**config.mk**
```make
export PLATFORM = sky130hd
export DESIGN_NAME = bf16_dot_sequencer_flat
export DESIGN_NICKNAME = d
export VERILOG_FILES = /design/src/rtl/bf16_dot_if.sv /design/src/rtl/bf16_dot_sequencer.sv /design/src/flat_wrapper.sv
export SDC_FILE = /design/constraint.sdc
export NUM_CORES = 1
export LEC_CHECK = 0
export CAP_MARGIN = 20
export CORE_MARGIN = 2
export CORE_UTILIZATION = 40
export DETAILED_ROUTE_END_ITERATION = 12
export MAX_ROUTING_LAYER = met4
export PLACE_DENSITY = 0.73
export SYNTH_ARGS = -nofsm -noshare
export SYNTH_HDL_FRONTEND = slang
export SYNTH_SLANG_ARGS = --single-unit
```
**constraint.sdc**
```tcl
create_clock -name clk -period 3.26 [get_ports clk]
set_input_delay 0.652 -clock clk [delete_from_list [all_inputs] [get_ports clk]]
set_output_delay 0.652 -clock clk [all_outputs]
set_load 0.05 [all_outputs]
```
**src/rtl/bf16_dot_if.sv**
```systemverilog
// Handshake and FMA operand bundle for the bf16 dot-product sequencer.
// master: job source / result sink / FMA side; slave: the sequencer.
interface bf16_dot_if #(
    parameter int LEN_W = 8
);
    logic             start;
    logic [LEN_W-1:0] vec_len;
    logic [15:0]      init_acc;
    logic             in_valid;
    logic             in_ready;
    logic [15:0]      in_a;
    logic [15:0]      in_b;
    logic [15:0]      fma_a;
    logic [15:0]      fma_b;
    logic [15:0]      fma_c;
    logic [15:0]      fma_result;
    logic             fma_zero;
    logic             fma_underflow;
    logic             fma_overflow;
    logic             fma_qnan;
    logic             fma_snan;
    logic             out_valid;
    logic             out_ready;
    logic [15:0]      out_result;
    logic [4:0]       out_flags;
    logic             busy;

    modport master (
        output start, vec_len, init_acc,
        output in_valid, in_a, in_b,
        output fma_result, fma_zero, fma_underflow,
        output fma_overflow, fma_qnan, fma_snan,
        output out_ready,
        input  in_ready, fma_a, fma_b, fma_c,
        input  out_valid, out_result, out_flags, busy
    );

    modport slave (
        input  start, vec_len, init_acc,
        input  in_valid, in_a, in_b,
        input  fma_result, fma_underflow,
        input  fma_overflow, fma_qnan, fma_snan,
        input  out_ready,
        output in_ready, fma_a, fma_b, fma_c,
        output out_valid, out_result, out_flags, busy
    );
endinterface

```
**src/rtl/bf16_dot_sequencer.sv**
```systemverilog
// Streams bf16 pairs through an external FMA, feeding each result back as C.
// Option BF16_DOT_NAN_EARLY_EN: after a NaN, drain the rest of the job.
module bf16_dot_sequencer #(
    parameter int LEN_W   = 8,
    parameter int FMA_LAT = 1
) (
    input logic       clk,
    input logic       rst,
    bf16_dot_if.slave bus
);
    localparam int              WC_W    = (FMA_LAT > 1) ? $clog2(FMA_LAT) : 1;
    localparam logic [WC_W-1:0] WC_INIT = WC_W'(FMA_LAT - 1);

`ifdef BF16_DOT_NAN_EARLY_EN
    localparam logic [15:0] QNAN = 16'h7FC0;
    typedef enum logic [2:0] {
        S_IDLE, S_ACCEPT, S_WAIT, S_DONE, S_DRAIN
    } state_t;
`else
    typedef enum logic [1:0] {
        S_IDLE, S_ACCEPT, S_WAIT, S_DONE
    } state_t;
`endif

    state_t           r_state;
    logic [LEN_W-1:0] r_rem;
    logic [WC_W-1:0]  r_wcnt;
    logic [15:0]      r_acc;
    logic [3:0]       r_sticky;
    logic             r_in_ready;
    logic             r_out_valid;
    logic             r_busy;
    logic [15:0]      r_fma_a;
    logic [15:0]      r_fma_b;
    logic [15:0]      r_fma_c;
    logic [15:0]      r_out_result;
    logic [4:0]       r_out_flags;

    logic [3:0] w_flags;
    logic [3:0] w_sticky;
    logic       w_last;

    // Idle FMA flags float at X, so only a strict 1 counts.
    assign w_flags = {bus.fma_snan     === 1'b1,
                      bus.fma_qnan     === 1'b1,
                      bus.fma_overflow === 1'b1,
                      bus.fma_underflow === 1'b1};
    assign w_sticky = r_sticky | w_flags;
    assign w_last   = (r_rem == LEN_W'(1));

    function automatic logic [4:0] mk_flags(input logic [3:0]  s,
                                            input logic [15:0] v);
        return {s, v[14:0] == 15'd0};
    endfunction

    always_ff @(posedge clk) begin
        if (rst) begin
            r_state      <= S_IDLE;
            r_rem        <= '0;
            r_wcnt       <= '0;
            r_acc        <= '0;
            r_sticky     <= '0;
            r_in_ready   <= 1'b0;
            r_out_valid  <= 1'b0;
            r_busy       <= 1'b0;
            r_fma_a      <= '0;
            r_fma_b      <= '0;
            r_fma_c      <= '0;
            r_out_result <= '0;
            r_out_flags  <= '0;
        end else begin
            unique case (r_state)
                S_IDLE: begin
                    if (bus.start) begin
                        r_rem    <= bus.vec_len;
                        r_acc    <= bus.init_acc;
                        r_sticky <= '0;
                        r_busy   <= 1'b1;
                        if (bus.vec_len == '0) begin
                            r_state      <= S_DONE;
                            r_out_valid  <= 1'b1;
                            r_out_result <= bus.init_acc;
                            r_out_flags  <= mk_flags(4'd0, bus.init_acc);
                        end else begin
                            r_state    <= S_ACCEPT;
                            r_in_ready <= 1'b1;
                        end
                    end
                end
                S_ACCEPT: begin
                    if (bus.in_valid) begin
                        r_fma_a    <= bus.in_a;
                        r_fma_b    <= bus.in_b;
                        r_fma_c    <= r_acc;
                        r_wcnt     <= WC_INIT;
                        r_in_ready <= 1'b0;
                        r_state    <= S_WAIT;
                    end
                end
                S_WAIT: begin
                    if (r_wcnt != '0) begin
                        r_wcnt <= r_wcnt - 1'b1;
                    end else begin
                        r_rem    <= r_rem - 1'b1;
                        r_sticky <= w_sticky;
`ifdef BF16_DOT_NAN_EARLY_EN
                        if (w_flags[3] | w_flags[2]) begin
                            r_acc <= QNAN;
                            if (w_last) begin
                                r_state      <= S_DONE;
                                r_out_valid  <= 1'b1;
                                r_out_result <= QNAN;
                                r_out_flags  <= mk_flags(w_sticky, QNAN);
                            end else begin
                                r_state    <= S_DRAIN;
                                r_in_ready <= 1'b1;
                            end
                        end else
`endif
                        begin
                            r_acc <= bus.fma_result;
                            if (w_last) begin
                                r_state      <= S_DONE;
                                r_out_valid  <= 1'b1;
                                r_out_result <= bus.fma_result;
                                r_out_flags  <= mk_flags(w_sticky,
                                                         bus.fma_result);
                            end else begin
                                r_state    <= S_ACCEPT;
                                r_in_ready <= 1'b1;
                            end
                        end
                    end
                end
`ifdef BF16_DOT_NAN_EARLY_EN
                S_DRAIN: begin
                    if (bus.in_valid) begin
                        r_rem <= r_rem - 1'b1;
                        if (w_last) begin
                            r_state      <= S_DONE;
                            r_in_ready   <= 1'b0;
                            r_out_valid  <= 1'b1;
                            r_out_result <= r_acc;
                            r_out_flags  <= mk_flags(r_sticky, r_acc);
                        end
                    end
                end
`endif
                S_DONE: begin
                    if (bus.out_ready) begin
                        r_state     <= S_IDLE;
                        r_out_valid <= 1'b0;
                        r_busy      <= 1'b0;
                    end
                end
                default: r_state <= S_IDLE;
            endcase
        end
    end

    assign bus.in_ready   = r_in_ready;
    assign bus.fma_a      = r_fma_a;
    assign bus.fma_b      = r_fma_b;
    assign bus.fma_c      = r_fma_c;
    assign bus.out_valid  = r_out_valid;
    assign bus.out_result = r_out_result;
    assign bus.out_flags  = r_out_flags;
    assign bus.busy       = r_busy;
endmodule

```
**src/flat_wrapper.sv**
```systemverilog
// flat-port wrapper written by rule: the top's interface ports become plain ports
module bf16_dot_sequencer_flat 
#(
    parameter int LEN_W   = 8,
    parameter int FMA_LAT = 1
)
  (clk, rst, bus_start, bus_vec_len, bus_init_acc, bus_in_valid, bus_in_a, bus_in_b, bus_fma_result, bus_fma_underflow, bus_fma_overflow, bus_fma_qnan, bus_fma_snan, bus_out_ready, bus_in_ready, bus_fma_a, bus_fma_b, bus_fma_c, bus_out_valid, bus_out_result, bus_out_flags, bus_busy);
  bf16_dot_if #(.LEN_W(LEN_W)) bus_i ();
  input logic clk;
  input logic rst;
  input wire logic [$bits(bus_i.start)-1:0] bus_start;
  input wire logic [$bits(bus_i.vec_len)-1:0] bus_vec_len;
  input wire logic [$bits(bus_i.init_acc)-1:0] bus_init_acc;
  input wire logic [$bits(bus_i.in_valid)-1:0] bus_in_valid;
  input wire logic [$bits(bus_i.in_a)-1:0] bus_in_a;
  input wire logic [$bits(bus_i.in_b)-1:0] bus_in_b;
  input wire logic [$bits(bus_i.fma_result)-1:0] bus_fma_result;
  input wire logic [$bits(bus_i.fma_underflow)-1:0] bus_fma_underflow;
  input wire logic [$bits(bus_i.fma_overflow)-1:0] bus_fma_overflow;
  input wire logic [$bits(bus_i.fma_qnan)-1:0] bus_fma_qnan;
  input wire logic [$bits(bus_i.fma_snan)-1:0] bus_fma_snan;
  input wire logic [$bits(bus_i.out_ready)-1:0] bus_out_ready;
  output wire logic [$bits(bus_i.in_ready)-1:0] bus_in_ready;
  output wire logic [$bits(bus_i.fma_a)-1:0] bus_fma_a;
  output wire logic [$bits(bus_i.fma_b)-1:0] bus_fma_b;
  output wire logic [$bits(bus_i.fma_c)-1:0] bus_fma_c;
  output wire logic [$bits(bus_i.out_valid)-1:0] bus_out_valid;
  output wire logic [$bits(bus_i.out_result)-1:0] bus_out_result;
  output wire logic [$bits(bus_i.out_flags)-1:0] bus_out_flags;
  output wire logic [$bits(bus_i.busy)-1:0] bus_busy;
  assign bus_i.start = bus_start;
  assign bus_i.vec_len = bus_vec_len;
  assign bus_i.init_acc = bus_init_acc;
  assign bus_i.in_valid = bus_in_valid;
  assign bus_i.in_a = bus_in_a;
  assign bus_i.in_b = bus_in_b;
  assign bus_i.fma_result = bus_fma_result;
  assign bus_i.fma_underflow = bus_fma_underflow;
  assign bus_i.fma_overflow = bus_fma_overflow;
  assign bus_i.fma_qnan = bus_fma_qnan;
  assign bus_i.fma_snan = bus_fma_snan;
  assign bus_i.out_ready = bus_out_ready;
  assign bus_in_ready = bus_i.in_ready;
  assign bus_fma_a = bus_i.fma_a;
  assign bus_fma_b = bus_i.fma_b;
  assign bus_fma_c = bus_i.fma_c;
  assign bus_out_valid = bus_i.out_valid;
  assign bus_out_result = bus_i.out_result;
  assign bus_out_flags = bus_i.out_flags;
  assign bus_busy = bus_i.busy;
  bf16_dot_sequencer #(.LEN_W(LEN_W), .FMA_LAT(FMA_LAT)) u_core (.clk(clk), .rst(rst), .bus(bus_i));
endmodule
```
==> impl_metrics.csv, run 1 <==
group,metric,value,unit
outcome,status,"finished clean",
routing,highest_layer,"met4",
sta,worst_slew_pin_slew,0.938,ns
setup_path,rrSetupSlack,1.02,ns
synthesis,yosysMostFrequentCell,"nand2_1",
synthesis,yosys-top-cells-area,"dfxtp_1 (49%), nand2_1 (12%), a21oi_1 (9.0%)",
cts,clockBufferDepth,2,
synthesis,yosys_warnings,0,
cts,ctsResizeCount,0,
routing,met2WireLength,5700,µm
synthesis,synth_top_flop_cell,"dfxtp_1",
synthesis,synth_edf_count,0,
synthesis,synth_area,4180,µm²
placed_design,pre_cts_ws,0.499,ns
synthesis,syn-mean-instance-area,8.13,µm²
min_path,hold_class,"reg2reg",
floorplanning,start_util,40.9,%
placed_design,detailed_place_hpwl,8550,µm
global_route,grt_pass1_vias,3992,
cts,postCtsSetupBuffers,0,
floorplanning,num_rows,37,
sta,hold_slack,0.454,ns
layout,multi_input_area,1940,µm²
setup_path,r2r-start,"u_core.r_state[0]",
synthesis,synth_nets,597,
placed_design,port_buffers,152,
cts,htree_num_levels,3,
setup_path,crit_fanout,16,
layout,diodes,0,
cts,tritoncts,"built",
cts,clk_latency,0.36,ns
sta,period_needed,2.43,ns
global_route,grt_max_degree,92,
sta,rsz0062_at_grt,"no",
floorplanning,die_w,106,µm
setup_path,crit_type,"in2reg",
synthesis,yosysUniqueCellTypes,53,
routing,drc,0,
routing,vias,4174,
routing,dr.pass1.iters,4,
routing,drt_iter0_drc,307,
routing,ant_nets,0,
global_route,grt_first_pass_wirelength,19100,µm
global_route,grt_overflow_total,0,
floorplanning,die_h,106,µm
sta,tns,0,ns
layout,final_layout_size_suffix_gt1_share,5.84,%
synthesis,ys_ff_latch,102,
routing,routed_via_density,5.30,
sta,post-route-period-util,74.4,%
setup_path,r2r-end,"u_core.bus.out_result[15]",
layout,layout.area.seq,2040,µm²
global_route,grt.total_usage,21.7,%
sta,hold_viol,0,
routing,drt-total-wl,12100,µm
layout,fillCellCount,924,
routing,met3_length,767,µm
placed_design,place.gp.congestion,0.876,
synthesis,synthCells,514,
min_path,whs_path_depth,2,
power_and_ir_drop,p_leak,2.08,nW
floorplanning,core-area,10200,µm²
power_and_ir_drop,p_per_area,446,nW/µm²
sta,max_slew_margin,37.5,%
layout,nets,732,
run,drv_cap,0,
cts,cts-root-buf,"clkbuf_8",
synthesis,ys_seq_area_share,48.8,%
layout,syn_to_final_growth,42.8,%
synthesis,yosysTopAreaCell,"dfxtp_1",
setup_path,cp-end-kind,"register",
floorplanning,io_pins,153,
sta,drv_slew,0,
sta,setup_viol,0,
power_and_ir_drop,ir_drop,211,µV
setup_path,r2r_cells,4,
global_route,antenna_found_initial,0,
setup_path,crit_path_start,"bus_vec_len[7]",
sta,setup_ws,0.835,ns
synthesis,synth_common_cells,"nand2_1 (131), dfxtp_1 (102), a21oi_1 (75), nor2_1 (38), clkbuf_1 (28)",
synthesis,async_flop_share,0,%
setup_path,endpoint,"u_core.bus.out_result[15]",
routing,wl_per_cell,15.4,µm
setup_path,worstPathArrival,2.69,ns
cts,cts_made_buffers,9,
floorplanning,die_area,11300,µm²
synthesis,synth_top_area_share,48.8,%
cts,postCtsHoldBufs,0,
setup_path,worstPathRequired,3.52,ns
sta,max_freq,412,MHz
setup_path,start_kind,"input port",
sta,finalClockSkew,0.00774,ns
cts,cts_sinks,102,
cts,clk_pin_slew,0.09,ns
routing,wl_met1,5430,µm
[metal layers]
metal	GRT usage, %	vias to the layer above
met3	2.76	22
li1	-	2054
met1	27.8	1931
met4	8.18	0
met5	-	-
met2	35.2	167
[how the worst min path moves through the flow]
stage | startpoint | slack (ns) | end
2_1_floorplan | u_core.r_acc[0] | 0.43 | u_core.bus.fma_c[0]
3_3_place_gp | u_core.r_sticky[2] | 0.44 | u_core.r_sticky[2]
3_5_place_dp | u_core.r_acc[1] | 0.44 | u_core.bus.fma_c[1]
4_1_cts | u_core.r_acc[0] | 0.46 | u_core.bus.fma_c[0]
5_1_grt | u_core.bus.fma_a[3] | 0.47 | u_core.bus.fma_a[3]
6_report | u_core.r_acc[0] | 0.45 | u_core.bus.fma_c[0]
[final cells by class]
| class | count | area share [%] |
|---|---|---|
| Inverter | 5 | 0.314 |
| Tap cell | 136 | 2.85 |
| Timing Repair Buffer | 163 | 26.8 |
| Sequential cell | 102 | 34.2 |
| Multi-Input combinational cell | 368 | 32.5 |
| Clock buffer | 9 | 2.07 |
| Clock inverter | 4 | 1.26 |
[report_power, final]
part	total, W	internal, W	leakage, nW	switching, W
combinational	0.000494	0.000210	1.15	0.000283
sequential	0.00135	0.00130	0.831	0.0000451
clock	0.000822	0.000420	0.0933	0.000402
total	0.00266	0.00193	2.08	0.000731
[critical path: stages]
cell and delay, ns:
clkdlybuf4s50_1 0.43, nor4_2 0.45, and4b_1 0.72, nor3_1 0.13, a311oi_1 0.30
[sequential cells by signal, indices dropped and copies added (netlist names)]
name,cells
u_core.bus.out_result,16
u_core.bus.out_flags,5
u_core.bus.busy,1
u_core.bus.fma_c,16
u_core.bus.in_ready,1
u_core.r_rem,8
u_core.r_state,2
u_core.r_acc,16
u_core.r_sticky,4
u_core.bus.fma_a,16
u_core.bus.out_valid,1
u_core.bus.fma_b,16
[stage by stage]
stage | power (W) | area, µm² | std cells | util [%]
after floorplan | 0.00165 | 4180 | 514 | -
after global placement | 0.00186 | 5770 | 774 | 56.4
after detailed placement | 0.00187 | 5770 | 774 | 56.4
after CTS | 0.00268 | 5970 | 787 | 58.4
after global routing | 0.00277 | 5970 | 787 | 58.4
final | 0.00266 | 5970 | 787 | 58.4
[cell families after synthesis]
| logic type | Yosys count | synth area share [%] |
|---|---|---|
| and+or+nand+nor | 228 | 24.5 |
| AOI/OAI and AO/OA | 136 | 20.6 |
| DFF | 102 | 48.8 |
| buffers and inverters | 44 | 4.94 |
| adders and majority gates | 2 | 0.599 |
| xor gates and xnor gates | 1 | 0.210 |
| muxes | 1 | 0.269 |
[layout by cell type, fill, tap and decap left out, drive strengths merged, types with 2 or more instances in the layout]
cell           Yosys  routed
clkdlybuf4s50      0     151
nand2            131     131
dfxtp            102     102
a21oi             75      75
nor2              38      38
a311oi            21      21
nor3              19      19
o21ai             13      13
buf               11      12
clkbuf            28       9
nor4               9       9
nand3              7       7
a211oi             6       6
nor2b              6       6
o31ai              6       6
a21o               5       5
inv                4       4
nand4              3       3
and4               2       2
and3               2       2
or4                2       2
ha                 2       2
bufinv             0       2
clkinvlp           0       2
(Power assumes the default switching activity.)
==> inputs of run 2 (changes only) <==
==> constraint.sdc (replaced) <==
create_clock -name clk -period 2.4 [get_ports clk]
set_input_delay 0.48 -clock clk [delete_from_list [all_inputs] [get_ports clk]]
set_output_delay 0.48 -clock clk [all_outputs]
set_load 0.05 [all_outputs]
==> run 2 against run 1 <==
Net effect: power up 32%; die area did not move; register-to-register slack got worse by 0.66 ns; clock skew rose by 0.0070 ns; cell area grew 1.5%; non-clock buffer count rose by 9; routed wire length is 0.87% lower; core utilization grew 0.86 points; clock power increased by 21%; global-route usage is 0.29 points lower; worst setup slack got worse by 0.47 ns; critical path type is now reg2out.
==> impl_metrics.csv, run 2 (synthesis gave the netlist of run 1 again) <==
group,metric,value,unit
outcome,status,"finished clean",
setup_path,r2r-start,"u_core.r_state[0]",
layout,fillCellCount,929,
placed_design,detailed_place_hpwl,8720,µm
setup_path,crit_fanout,3,
sta,finalClockSkew,0.0147,ns
routing,drc,0,
sta,max_freq,491,MHz
global_route,grt_max_degree,58,
routing,vias,4234,
cts,clk_latency,0.36,ns
setup_path,cp-end-kind,"primary output",
cts,tritoncts,"built",
sta,rsz0062_at_grt,"no",
placed_design,port_buffers,152,
setup_path,start_kind,"register",
global_route,grt_overflow_total,0,
power_and_ir_drop,p_leak,2.13,nW
routing,dr.pass1.iters,5,
cts,cts-root-buf,"clkbuf_8",
cts,ctsResizeCount,0,
layout,diodes,0,
setup_path,crit_path_start,"u_core.bus.busy",
routing,drt_iter0_drc,294,
global_route,grt_first_pass_wirelength,19000,µm
cts,cts_made_buffers,9,
setup_path,worstPathRequired,1.92,ns
cts,clk_pin_slew,0.10,ns
layout,syn_to_final_growth,44.9,%
sta,worst_slew_pin_slew,0.752,ns
min_path,hold_class,"reg2reg",
global_route,top_usage_layer,"met2",
routing,routed_via_density,5.30,
setup_path,r2r-end,"u_core.bus.out_result[14]",
cts,postCtsHoldBufs,0,
floorplanning,io_pins,153,
setup_path,crit_cells,1,
global_route,grt_pass1_vias,4006,
layout,layout_commonest_cell,"clkdlybuf4s50_1",
sta,post-route-period-util,84.9,%
global_route,use_met1,27.6,%
cts,clockBufferDepth,2,
routing,ant_nets,0,
setup_path,cp_slowest_cell,"clkdlybuf4s50_1",
floorplanning,die_w,106,µm
power_and_ir_drop,p_per_area,580,nW/µm²
setup_path,worstPathArrival,1.56,ns
sta,setup_viol,0,
floorplanning,num_rows,37,
floorplanning,die_area,11300,µm²
floorplanning,die_h,106,µm
sta,max_slew_margin,49.5,%
routing,drt-total-wl,12000,µm
layout,final_cell_mix,"clkdlybuf4s50_1 (151), nand2_1 (131), dfxtp_1 (102), a21oi_1 (75), nor2_1 (36)",
setup_path,endpoint,"bus_busy",
floorplanning,core-area,10200,µm²
routing,wl_per_cell,15.0,µm
global_route,use_met2,35.1,%
sta,drv_slew,0,
run,drv_cap,0,
setup_path,crit_family,"buffers and inverters",
global_route,antenna_found_initial,0,
setup_path,cp_num_buf_inv,1,
cts,htree_num_levels,3,
floorplanning,start_util,40.9,%
placed_design,place.gp.congestion,0.922,
setup_path,cpPeakStageDelay,0.83,ns
setup_path,rrSetupSlack,0.36,ns
setup_path,crit_path_cell_trace,"clkdlybuf4s50_1",
global_route,grt.total_usage,21.4,%
cts,postCtsSetupBuffers,0,
sta,hold_viol,0,
global_route,met3_usage,2.58,%
setup_path,r2r_cells,5,
power_and_ir_drop,ir_drop,257,µV
cts,cts_sinks,102,
layout,nets,741,
placed_design,dp.cells,783,
setup_path,crit_type,"reg2out",
sta,tns,0,ns
layout,fin_cells,799,
layout,final_layout_size_suffix_gt1_share,7.54,%
sta,period_needed,2.04,ns
## run 2: changes by cell type in the layout (fill, tap and decap cells not counted), sizes merged
cell	before	now
buf	12	21
clkinv	1	4
inv	4	6
bufinv	2	0
clkinvlp	2	1
clkbuf	9	10
## run 2: worst reg2reg max path: cells and delay by family, from the launching register on
| kind | cells | cell delay [ns] |
|---|---|---|
| compound gates | 1 | 0.10 |
| flops | 1 | 0.49 |
| simple gates | 3 | 1.17 |
| buf+inv | 1 | 0.16 |
## run 2: worst min path at each step
stage                               startpoint              endpoint  slack, ns  depth (start not counted)
after floorplan                u_core.r_acc[0]   u_core.bus.fma_c[0]       0.43                          2
final                      u_core.bus.fma_a[3]   u_core.bus.fma_a[3]       0.46                          2
after global placement      u_core.r_sticky[1]    u_core.r_sticky[1]       0.44                          2
after detailed placement  u_core.bus.fma_a[12]  u_core.bus.fma_a[12]       0.45                          2
after global routing       u_core.bus.fma_c[2]   u_core.bus.fma_c[2]       0.48                          2
after CTS                 u_core.bus.fma_a[12]  u_core.bus.fma_a[12]       0.46                          2
## run 2: cell type report
cell class                      count  area [µm²]  share of cell area [%]
Sequential cell                   102        2040                    33.7
Multi-Input combinational cell    368        1940                    32.1
Timing Repair Buffer              172        1700                    28.1
Tap cell                          136         170                    2.81
Clock buffer                       10         138                    2.27
Clock inverter                      6        43.8                   0.723
Inverter                            5        18.8                   0.310
## run 2: report_power, final
part | switching (W) | internal, W | leakage [nW]
clock | 0.000586 | 0.000412 | 0.0930
sequential | 0.0000612 | 0.00177 | 0.831
combinational | 0.000388 | 0.000297 | 1.21
total | 0.00104 | 0.00248 | 2.13
## run 2: per-layer routing
metal	wire length [µm]	part of all wire, %
met5	0	0
met4	250	2.1
met3	745	6.2
met2	5720	48
met1	5310	44
## run 2: through the flow
step	total power [W]	area (µm²)	util [%]	setup slack (ns)	hold slack (ns)
6_report	0.00352	6060	59.2	0.362	0.459
3_3_place_gp	0.00254	5880	57.4	0.0338	0.439
4_1_cts	0.00354	6060	59.2	0.343	0.459
2_1_floorplan	0.00224	4180	-	0.707	0.432
5_1_grt	0.00368	6060	59.2	0.298	0.480
3_5_place_dp	0.00255	5880	57.4	0.131	0.446
==> inputs of run 3 (changes only) <==
--- a/config.mk
+++ b/config.mk
@@ -10,7 +10,7 @@
 export CORE_UTILIZATION = 40
 export DETAILED_ROUTE_END_ITERATION = 12
 export MAX_ROUTING_LAYER = met4
-export PLACE_DENSITY = 0.73
+export PLACE_DENSITY = 0.76
 export SYNTH_ARGS = -nofsm -noshare
 export SYNTH_HDL_FRONTEND = slang
 export SYNTH_SLANG_ARGS = --single-unit
==> constraint.sdc (replaced) <==
create_clock -name clk -period 1.65 [get_ports clk]
set_input_delay 0.33 -clock clk [delete_from_list [all_inputs] [get_ports clk]]
set_output_delay 0.33 -clock clk [all_outputs]
set_load 0.05 [all_outputs]
==> run 3 against run 2 <==
Net effect: critical path depth rose by 5; largest cell class unchanged; flip-flop and latch count did not move; sequential power rose by 46%.
==> impl_metrics.csv, run 3 (synthesis gave the netlist of run 1 again) <==
group,metric,value,unit
outcome,status,"finished clean",
sta,setup_viol,0,
setup_path,r2r-start,"u_core.r_rem[0]",
sta,drv_slew,0,
cts,tritoncts,"built",
global_route,antenna_found_initial,0,
global_route,grt_overflow_total,0,
cts,clk_pin_slew,0.09,ns
floorplanning,io_pins,153,
global_route,grt_first_pass_wirelength,20600,µm
placed_design,place.gp.congestion,0.887,
cts,clockBufferDepth,2,
sta,worst_slew_pin_slew,0.415,ns
sta,max_freq,627,MHz
layout,final_cell_mix,"nand2_1 (131), buf_4 (110), dfxtp_1 (101), a21oi_1 (75), clkdlybuf4s50_1 (58)",
setup_path,r2r_cells,6,
floorplanning,core-area,10200,µm²
sta,hold_viol,0,
floorplanning,num_rows,37,
floorplanning,die_w,106,µm
placed_design,port_buffers,152,
sta,period_needed,1.59,ns
routing,drc,0,
setup_path,cp-end-kind,"register",
setup_path,worstPathRequired,1.93,ns
min_path,hold_class,"in2reg",
routing,vias,4346,
power_and_ir_drop,p_leak,2.54,nW
cts,htree_num_levels,3,
setup_path,rrSetupSlack,0.06,ns
layout,multi_input_area,2030,µm²
global_route,grt_max_degree,40,
layout,layout_commonest_cell,"nand2_1",
layout,utilization,61.2,%
min_path,whs_endpoint,"u_core.r_rem[7]",
power_and_ir_drop,ir_drop,378,µV
min_path,whs_path_depth,3,
global_route,grt.total_usage,23.5,%
cts,postCtsHoldBufs,0,
setup_path,worstPathArrival,1.87,ns
routing,drt-total-wl,12900,µm
run,drv_cap,0,
sta,max_slew_margin,72.3,%
routing,wl_per_cell,15.6,µm
layout,nets,769,
routing,dr.pass1.iters,5,
routing,ant_nets,0,
power_and_ir_drop,p_per_area,836,nW/µm²
routing,drt_iter0_drc,357,
setup_path,r2r-end,"u_core.r_rem[6]",
cts,clk_latency,0.36,ns
sta,hold_slack,0.315,ns
layout,layout.area.seq,2040,µm²
layout,diodes,0,
layout,syn_to_final_growth,49.9,%
setup_path,crit_fanout,4,
sta,tns,0,ns
setup_path,start_kind,"register",
min_path,hold_start,"bus_vec_len[7]",
floorplanning,die_area,11300,µm²
sta,rsz0062_at_grt,"yes",
global_route,grt_pass1_vias,4299,
placed_design,detailed_place_hpwl,9220,µm
routing,routed_via_density,5.26,
floorplanning,die_h,106,µm
cts,cts_sinks,102,
layout,final_layout_size_suffix_gt1_share,23.9,%
cts,cts_made_buffers,9,
sta,finalClockSkew,0.0111,ns
sta,post-route-period-util,96.6,%
floorplanning,start_util,40.9,%
cts,cts-root-buf,"clkbuf_8",
layout,fillCellCount,879,
setup_path,crit_type,"reg2reg",
run 3: cell types whose count changed in the layout (fill, tap and decap cells not counted), moves of 2 or more:
cell,delta
inv_1,-2
inv_2,+2
buf_12,+5
clkdlybuf4s15_1,+2
nor4_4,+2
nor4_1,-6
clkdlybuf4s50_1,-93
dlygate4sd2_1,+12
nor4_2,+4
buf_4,+93
dlymetal6s2s_1,+7
run 3: worst max path at each step:
stage,from,endpoint,slack [ns],cells after the start
6_report,u_core.r_rem[0],u_core.r_rem[6],0.06,6
5_1_grt,u_core.r_rem[0],u_core.r_rem[6],-0.02,6
4_1_cts,bus_fma_result[4],u_core.bus.out_flags[0],0.005,5
3_5_place_dp,bus_init_acc[9],u_core.bus.out_flags[0],-0.53,6
3_3_place_gp,bus_init_acc[9],u_core.bus.out_flags[0],-0.62,6
2_1_floorplan,u_core.r_rem[3],u_core.bus.out_flags[0],0.10,6
run 3: power by group:
group / switching, W / internal [W] / total, W / leakage (nW)
sequential: 0.0000888 / 0.00258 / 0.00267 / 0.831
clock: 0.000852 / 0.000632 / 0.00148 / 0.0995
combinational: 0.000602 / 0.000488 / 0.00109 / 1.61
total: 0.00154 / 0.00370 / 0.00524 / 2.54
run 3: worst max-delay path, cell delays in order (launching register included):
cell,delay (ns)
dfxtp_1,0.36
inv_2,0.09
ha_4,0.15
or4b_4,0.47
o21ai_1,0.14
a21oi_1,0.09
a211oi_1,0.22
run 3: routing by layer:
| layer | GRT usage, % | vias to the layer above | routed length (µm) |
|---|---|---|---|
| li1 | - | 2138 | - |
| met1 | 29.3 | 2020 | 5570 |
| met2 | 38.2 | 168 | 6260 |
| met3 | 3.07 | 20 | 775 |
| met4 | 10.2 | 0 | 259 |
| met5 | - | - | 0 |
run 3: what timing repair did:
| item | CTS | global route |
|---|---|---|
| pin swaps | 13 | 9 |
| gates resized for setup | 21 | 23 |
| endpoints found under the setup margin | 12 | 22 |
| buffers inserted | 3 | 1 |
| endpoints found under the hold margin | 0 | 0 |
| gates cloned | 0 | 1 |
run 3: area by class of cell:
| type | count | area share [%] |
|---|---|---|
| inverter | 5 | 0.300 |
| sequential | 102 | 32.6 |
| tap | 136 | 2.72 |
| multi-input combinational | 368 | 32.3 |
| timing repair buffer | 200 | 29.1 |
| clock inverter | 5 | 0.519 |
| clock buffer | 11 | 2.42 |
run 3: per-stage QoR:
stage          cell area [µm²]  worst slack [ns]  std cells  total power (W)
4_1_cts                   6150           0.00515        825          0.00524
3_5_place_dp              5930            -0.532        806          0.00378
6_report                  6270            0.0555        827          0.00524
3_3_place_gp              5930            -0.618        806          0.00376
5_1_grt                   6270           -0.0171        827          0.00550
2_1_floorplan             4180             0.101        514          0.00326
